--- src/rtl/uart_mon_pkg.sv ---
// Shared types and constants for the UART receive monitor.
package uart_mon_pkg;

  typedef enum logic [2:0] {
    IDLE,
    START,
    DATA,
    STOP,
    WAIT_IDLE
  } state_e;

  localparam logic [7:0] ASCII_LF         = 8'h0A;
  localparam int         DEF_CLKS_PER_BIT = 434;

endpackage

--- src/rtl/uart_rx_monitor_if.sv ---
// Serial input and decoded-byte outputs of the UART receive monitor.
interface uart_rx_monitor_if #(
  parameter int DATA_BITS = 8
);

  logic                 uart_tx;
  logic [DATA_BITS-1:0] rx_data;
  logic                 rx_valid;
  logic                 frame_err;
  logic                 line_end;
  logic                 busy;
  logic [15:0]          char_count;

  modport master (
    input  uart_tx,
    output rx_data, rx_valid, frame_err, line_end, busy, char_count
  );

  modport slave (
    output uart_tx,
    input  rx_data, rx_valid, frame_err, line_end, busy, char_count
  );

endinterface

--- src/rtl/uart_rx_monitor_sync_2ff.sv ---
// Two-flop synchronizer for a single asynchronous bit with a configurable reset value.
module sync_2ff #(
  parameter logic RST_VAL = 1'b1
) (
  input  logic clk,
  input  logic rst_n,
  input  logic i_d,
  output logic o_q
);

  logic r_meta;
  logic r_sync;

  always_ff @(posedge clk or negedge rst_n) begin
    if (!rst_n) begin
      r_meta <= RST_VAL;
      r_sync <= RST_VAL;
    end else begin
      r_meta <= i_d;
      r_sync <= r_meta;
    end
  end

  assign o_q = r_sync;

endmodule

--- src/rtl/uart_rx_monitor.sv ---
// 8N1 UART receiver that decodes a monitored TX line into bytes, framing errors and counts.
module uart_rx_monitor
  import uart_mon_pkg::*;
#(
  parameter int CLKS_PER_BIT = DEF_CLKS_PER_BIT,
  parameter int DATA_BITS    = 8
) (
  input  logic                clk,
  input  logic                rst_n,
  uart_rx_monitor_if.master   bus
);

  localparam int BAUD_W = $clog2(CLKS_PER_BIT);
  localparam int IDX_W  = $clog2(DATA_BITS) + 1;

  localparam logic [BAUD_W-1:0] BAUD_LAST = BAUD_W'(CLKS_PER_BIT - 1);
  localparam logic [BAUD_W-1:0] HALF_LAST = BAUD_W'(CLKS_PER_BIT / 2 - 1);
  localparam logic [IDX_W-1:0]  IDX_LAST  = IDX_W'(DATA_BITS - 1);
  localparam logic [DATA_BITS-1:0] LF_CODE = DATA_BITS'(ASCII_LF);

  logic                 w_s_rx;
  state_e               r_state;
  logic [BAUD_W-1:0]    r_baud;
  logic [IDX_W-1:0]     r_idx;
  logic [DATA_BITS-1:0] r_shift;
  logic [1:0]           r_fill;
  logic                 r_armed;
  logic [DATA_BITS-1:0] r_rx_data;
  logic                 r_rx_valid;
  logic                 r_frame_err;
  logic                 r_line_end;
  logic [15:0]          r_char_count;

  sync_2ff #(.RST_VAL(1'b1)) u_sync (
    .clk   (clk),
    .rst_n (rst_n),
    .i_d   (bus.uart_tx),
    .o_q   (w_s_rx)
  );

  // The synchronizer holds its reset value for two cycles; r_fill marks when s_rx reflects the real line.
  always_ff @(posedge clk or negedge rst_n) begin
    if (!rst_n) begin
      r_state      <= IDLE;
      r_baud       <= '0;
      r_idx        <= '0;
      r_fill       <= 2'd0;
      r_armed      <= 1'b0;
      r_rx_data    <= '0;
      r_rx_valid   <= 1'b0;
      r_frame_err  <= 1'b0;
      r_line_end   <= 1'b0;
      r_char_count <= 16'd0;
    end else begin
      r_rx_valid  <= 1'b0;
      r_frame_err <= 1'b0;
      r_line_end  <= 1'b0;
      if (r_fill != 2'd2) r_fill <= r_fill + 2'd1;

      case (r_state)
        IDLE: begin
          if (!r_armed) begin
            r_state <= WAIT_IDLE;
          end else if (!w_s_rx) begin
            r_state <= START;
            r_baud  <= '0;
          end
        end
        START: begin
          if (r_baud == HALF_LAST) begin
            r_baud  <= '0;
            r_idx   <= '0;
            r_state <= w_s_rx ? IDLE : DATA;
          end else begin
            r_baud <= r_baud + 1'b1;
          end
        end
        DATA: begin
          if (r_baud == BAUD_LAST) begin
            r_baud <= '0;
            r_idx  <= r_idx + 1'b1;
            if (r_idx == IDX_LAST) r_state <= STOP;
          end else begin
            r_baud <= r_baud + 1'b1;
          end
        end
        STOP: begin
          if (r_baud == BAUD_LAST) begin
            r_baud <= '0;
            if (w_s_rx) begin
              r_rx_data    <= r_shift;
              r_rx_valid   <= 1'b1;
              r_line_end   <= (r_shift == LF_CODE);
              r_char_count <= r_char_count + 16'd1;
              r_state      <= IDLE;
            end else begin
              r_frame_err <= 1'b1;
              r_state     <= WAIT_IDLE;
            end
          end else begin
            r_baud <= r_baud + 1'b1;
          end
        end
        WAIT_IDLE: begin
          if (w_s_rx && (r_fill == 2'd2)) begin
            r_state <= IDLE;
            r_armed <= 1'b1;
          end
        end
        default: r_state <= IDLE;
      endcase
    end
  end

  // LSB arrives first, so each new bit enters at the top and shifts toward bit 0.
  always_ff @(posedge clk) begin
    if ((r_state == DATA) && (r_baud == BAUD_LAST)) begin
      r_shift <= {w_s_rx, r_shift[DATA_BITS-1:1]};
    end
  end

  assign bus.rx_data    = r_rx_data;
  assign bus.rx_valid   = r_rx_valid;
  assign bus.frame_err  = r_frame_err;
  assign bus.line_end   = r_line_end;
  assign bus.busy       = (r_state != IDLE);
  assign bus.char_count = r_char_count;

endmodule

--- src/flat_wrapper.sv ---
// flat-port wrapper written by rule: the top's interface ports become plain ports
module uart_rx_monitor_flat import uart_mon_pkg::*;
#(
  parameter int CLKS_PER_BIT = DEF_CLKS_PER_BIT,
  parameter int DATA_BITS    = 8
)
  (clk, rst_n, bus_uart_tx, bus_rx_data, bus_rx_valid, bus_frame_err, bus_line_end, bus_busy, bus_char_count);
  uart_rx_monitor_if #(.DATA_BITS(DATA_BITS)) bus_i ();
  input  logic clk;
  input  logic rst_n;
  input wire logic [$bits(bus_i.uart_tx)-1:0] bus_uart_tx;
  output wire logic [$bits(bus_i.rx_data)-1:0] bus_rx_data;
  output wire logic [$bits(bus_i.rx_valid)-1:0] bus_rx_valid;
  output wire logic [$bits(bus_i.frame_err)-1:0] bus_frame_err;
  output wire logic [$bits(bus_i.line_end)-1:0] bus_line_end;
  output wire logic [$bits(bus_i.busy)-1:0] bus_busy;
  output wire logic [$bits(bus_i.char_count)-1:0] bus_char_count;
  assign bus_i.uart_tx = bus_uart_tx;
  assign bus_rx_data = bus_i.rx_data;
  assign bus_rx_valid = bus_i.rx_valid;
  assign bus_frame_err = bus_i.frame_err;
  assign bus_line_end = bus_i.line_end;
  assign bus_busy = bus_i.busy;
  assign bus_char_count = bus_i.char_count;
  uart_rx_monitor #(.CLKS_PER_BIT(CLKS_PER_BIT), .DATA_BITS(DATA_BITS)) u_core (.clk(clk), .rst_n(rst_n), .bus(bus_i));
endmodule
--- config.mk ---
export PLATFORM = sky130hd
export DESIGN_NAME = uart_rx_monitor_flat
export DESIGN_NICKNAME = d
export VERILOG_FILES = /design/src/rtl/uart_mon_pkg.sv /design/src/rtl/uart_rx_monitor_if.sv /design/src/rtl/uart_rx_monitor_sync_2ff.sv /design/src/rtl/uart_rx_monitor.sv /design/src/flat_wrapper.sv
export SDC_FILE = /design/constraint.sdc
export NUM_CORES = 1
export LEC_CHECK = 0
export CORE_MARGIN = 3
export CORE_UTILIZATION = 60
export CTS_CLUSTER_SIZE = 14
export DETAILED_ROUTE_END_ITERATION = 6
export PLACE_DENSITY = 0.85
export RECOVER_POWER = 50
export SLEW_MARGIN = 0
export SYNTH_ARGS = -nofsm -noshare
export SYNTH_HDL_FRONTEND = slang
export SYNTH_SLANG_ARGS = --single-unit
--- constraint.sdc ---
create_clock -name clk -period 5.75 [get_ports clk]
set_input_delay 1.725 -clock clk [delete_from_list [all_inputs] [get_ports clk]]
set_output_delay 1.725 -clock clk [all_outputs]
set_load 0.01 [all_outputs]
# After elaboration in Yosys (flattened, before gate mapping)
# Cells that the tools add are included.
# classes
n_addsub	4
eq_ne	18
muxes	27
n_reduce_logical	12
# op_table
op	n
$mux 9	4
$pmux 9 s3	1
$mux 3	8
$add 16x1->16 const B	1
$pmux 3 s5	1
$ne 2x1->1 const B	6
$add 9x1->9 const B	1
$eq 9x8->1 const B	1
$eq 9x9->1 const B	1
$mux 1	9
$reduce_and 3->1	3
$eq 8x4->1 const B	1
$mux 4	2
$pmux 4 s2	1
$eq 3x2->1 const B	2
$reduce_and 6->1	1
$reduce_bool 3->1	2
$add 4x1->4 const B	1
$eq 4x3->1 const B	1
$ne 2x2->1 const B	2
$eq 3x1->1 const B	1
$eq 3x3->1 const B	1
$logic_not 3->1	1
$ne 3x3->1 const B	1
7 further kinds	8
# totals
register_bits	56
inputBits	3
wordCells	74

# Longest topological paths before layout
# logic_depth
ltp_word	4
depth_mapped	7

# Cells and area by module
# From an unflattened synthesis, not the netlist that was laid out.
# unflattened
hier_cells	209
area_unflattened_um2	2497.4
# modules_own_cells
mod	instances	cells_per_inst	area_each_um2
uart_rx_monitor	1	207	2444.8
sync_2ff	1	2	52.6

# Worst setup path after synthesis
# OpenSTA, ideal clock, no wires.
# synth_timing
path_type	register to output
from	register u_core.r_state[1]
to	output bus_busy
arrival_ns	0.862
path_slack_ns	3.163
stages_incl_launch_ff	4
n_path_buf	1
cell_sequence	dfrtp_1 -> buf_2 -> nor2_1 -> nand2_1
# synth_between
elab_chain_cells	1
# synth_rtl
element	line	source
start: declaration	uart_rx_monitor.sv:22	state_e r_state;
start signal: assignment	uart_rx_monitor.sv:73	r_state <= w_s_rx ? IDLE : DATA;
$reduce_bool 3->1	uart_rx_monitor.sv:126	assign bus.busy = (r_state != IDLE);
end: declaration	flat_wrapper.sv:16	output wire logic [$bits(bus_i.busy)-1:0] bus_busy;
# Every way passes these cells.

==> results.cfg <==
[timing]
period_needed_ps = 3559
tns_ps = 0
rsz0062_at_grt = no
timing.fmax_mhz = 280.9
worst_slew_pin_slew_ps = 2465
drv_slew = 49
skew_ps = 5.422
period_share_pct = 61.90
finalSetupViolations = 0
relSlewSlack_pct = -64.31
whs_ps = 374.3
hold_viol_final = 0

[drt]
vias_per_cell = 5.889
drc = 0
ant_nets = 0
drt_iter0_markers = 90
routed_wl_um = 5087
wl_per_cell_um = 15.75
drt-pass1-iter-count = 4
vias = 1902

[power]
p_int_mw = 0.6488
power_density_nw_per_um2 = 307.9
pwr-share-clk_pct = 27.1
leakage_nw = 1.318
max-vdd-ir-drop_mv = 0.1951
p_sw_share_pct = 31.98
p_switching_mw = 0.3051
seqPwrFrac_pct = 49.8
power_frac_comb_pct = 23.1

[critical_path]
critPathMaxStageDelay_ps = 1720
crit_buf_inv = 1
cp.arrival_ps = 3470
critPathSlowestCell = clkbuf_1
crit_family = buffers and inverters
timing.rr.start = u_core.r_state[2]
crit_fanout = 48
worstSetupPathType = in2async
cp-start-kind = primary input
endpoint_kind = async pin
crit_required_ps = 5660
crit_chain = clkbuf_1
startpoint = rst_n

[global_route]
grt.overflow.total = 0
antenna_found_initial = 0
track_usage_pct = 22.13
grt_max_degree = 49
grt_pass1_wl_um = 9018
grt_use_met2_pct = 34.56
use_met3_pct = 4.959
grt_pass1_vias = 1905
busiest_layer = met2
met1_usage_pct = 29.91

[clocking]
numCtsBuffers = 5
cts_hold_buf = 0
cts_buffer_depth = 2
cts_setup_buffers = 0
root_buffer = clkbuf_8
cts_resized = 0
path_clk_slew_ps = 100
cts_tree = yes
htreeDepth = 2
insertion_delay_ps = 310
clock-sinks = 56

[synthesis]
async_flop_share_pct = 85.71
synth_top_cells_by_count = dfrtp_1 (46), nand2_1 (25), o21ai_0 (12)
yosysTopAreaCellShare_pct = 42.49
ys_seq_area_share_pct = 53.30
avgSynthCellArea_um2 = 11.10
synth_area_leaders = dfrtp_1 (42%), edfxtp_1 (8.9%), mux2_2 (4.6%)
ys.flop_type = dfrtp_1
synth-edff-count = 8
syn_nets = 253
yosysMostFrequentCell = dfrtp_1
postSynthCellCount = 244
ys_types = 48
synth-seq-cells = 56
yosysTopAreaCell = dfrtp_1
netlist_area_um2 = 2709
yosys_warnings = 0

[final_layout]
area_growth_pct = 14.36
fin_cells = 323
antennaDiodeCount = 0
drive_above_1_share_pct = 9.890
final_nets = 281

[run_status]
violations = max-capacitance violations, max-slew violations
status = complete, but fails checks

[placed_design]
hpwl_um = 3609
numPortBuffers = 30
gp_congestion = 0.8227
dp.cells = 315

[run]
drv_cap = 1

[floorplan]
ioPinCount = 31
start_util_pct = 64.92
die_width_um = 73.19
die_y_um = 73.19
rows = 23
dieArea_um2 = 5357
coreArea_um2 = 4173

[worst_hold_path]
min-delay-start = u_core.u_sync.r_meta
holdCritPathClass = reg2reg
[per-layer routing]
metal  vias up  share of wire (%)
li1        932                  -
met1       906                 46
met2        57                 47
met3         7                5.0
met4         0                1.8
met5         -                  0
[registers in the layout, indices dropped and copies added, names as in the netlist, 2 cells and up]
| name | flops |
|---|---|
| u_core.bus.char_count | 16 |
| u_core.r_baud | 9 |
| u_core.bus.rx_data | 8 |
| u_core.r_shift | 8 |
| u_core.r_idx | 4 |
| u_core.r_state | 3 |
| u_core.r_fill | 2 |
[layout by cell type (no fill, tap or decap), types with 2 or more instances in the layout]
cell type | Yosys | routed
a21o_1 | 3 | 3
a21oi_1 | 8 | 8
and2_1 | 2 | 2
and3_1 | 3 | 3
and3b_1 | 3 | 3
and4b_1 | 2 | 2
and4bb_2 | 2 | 2
clkbuf_1 | 2 | 2
clkbuf_8 | 0 | 5
clkdlybuf4s50_1 | 0 | 28
dfrtp_1 | 46 | 46
edfxtp_1 | 8 | 8
ha_1 | 6 | 6
inv_1 | 9 | 9
mux2_2 | 11 | 11
mux2i_1 | 2 | 2
nand2_1 | 25 | 25
nand2b_1 | 3 | 3
nand3_1 | 10 | 10
nand4_1 | 5 | 5
nand4b_1 | 1 | 2
nor2_1 | 11 | 11
nor2b_1 | 2 | 2
nor3_1 | 11 | 11
nor3b_1 | 2 | 2
nor4_1 | 4 | 5
o211ai_1 | 5 | 5
o21ai_0 | 12 | 12
o22ai_1 | 2 | 2
or2_2 | 2 | 2
or3_1 | 2 | 2
or3b_2 | 3 | 3
or4_1 | 1 | 2
xnor2_1 | 8 | 8
xor2_1 | 8 | 8
[power by group through the flow]
stage	logic (mW)	clock network [mW]	registers [mW]
4_1_cts	0.222	0.265	0.474
3_5_place_dp	0.218	0	0.482
5_1_grt	0.250	0.279	0.484
3_3_place_gp	0.214	0	0.479
6_report	0.220	0.259	0.475
2_1_floorplan	0.191	0	0.450
[cells by family (layout without fill, tap and decap cells)]
family / after synthesis / count (layout) / synth area share [%]
flops: 56 / 56 / 53.30
mux: 13 / 13 / 5.312
simple gates: 100 / 100 / 22.36
fa+ha+maj: 6 / 6 / 2.771
buf+inv: 18 / 47 / 3.233
compound gates: 35 / 35 / 7.853
xor+xnor: 16 / 16 / 5.173
[worst paths after layout]
check,to,slack (ps),cells past startpoint
setup / recovery,u_core.r_baud[2],2190,1
hold / removal,u_core.u_sync.o_q,370,0
setup reg to reg,u_core.r_shift[0],3350,2
hold reg to reg,u_core.u_sync.o_q,370,0
max in group clk,bus_busy,2310,3
min in group asynchronous,u_core.bus.char_count[8],2160,1
[stage by stage]
stage / cell area (um^2) / util, % / total power, mW / setup WS, ps
after floorplan: 2709 / - / 0.6414 / 3163
after global placement: 3013 / 72.20 / 0.6927 / 2703
after detailed placement: 3013 / 72.20 / 0.7000 / 2656
after CTS: 3124 / 74.87 / 0.9605 / 2302
after global routing: 3098 / 74.24 / 1.012 / 1679
final: 3098 / 74.24 / 0.9539 / 2191
[layout make-up]
type                       count  area, um^2
clock buffer                   6       72.57
timing repair buffer          30       294.0
sequential                    56        1444
fill                         290        1075
clock inverter                 2       38.79
tap                           50       62.56
multi-input combinational    170        1152
inverter                       9       33.78
Note: power is estimated with default switching activity, not from simulation.
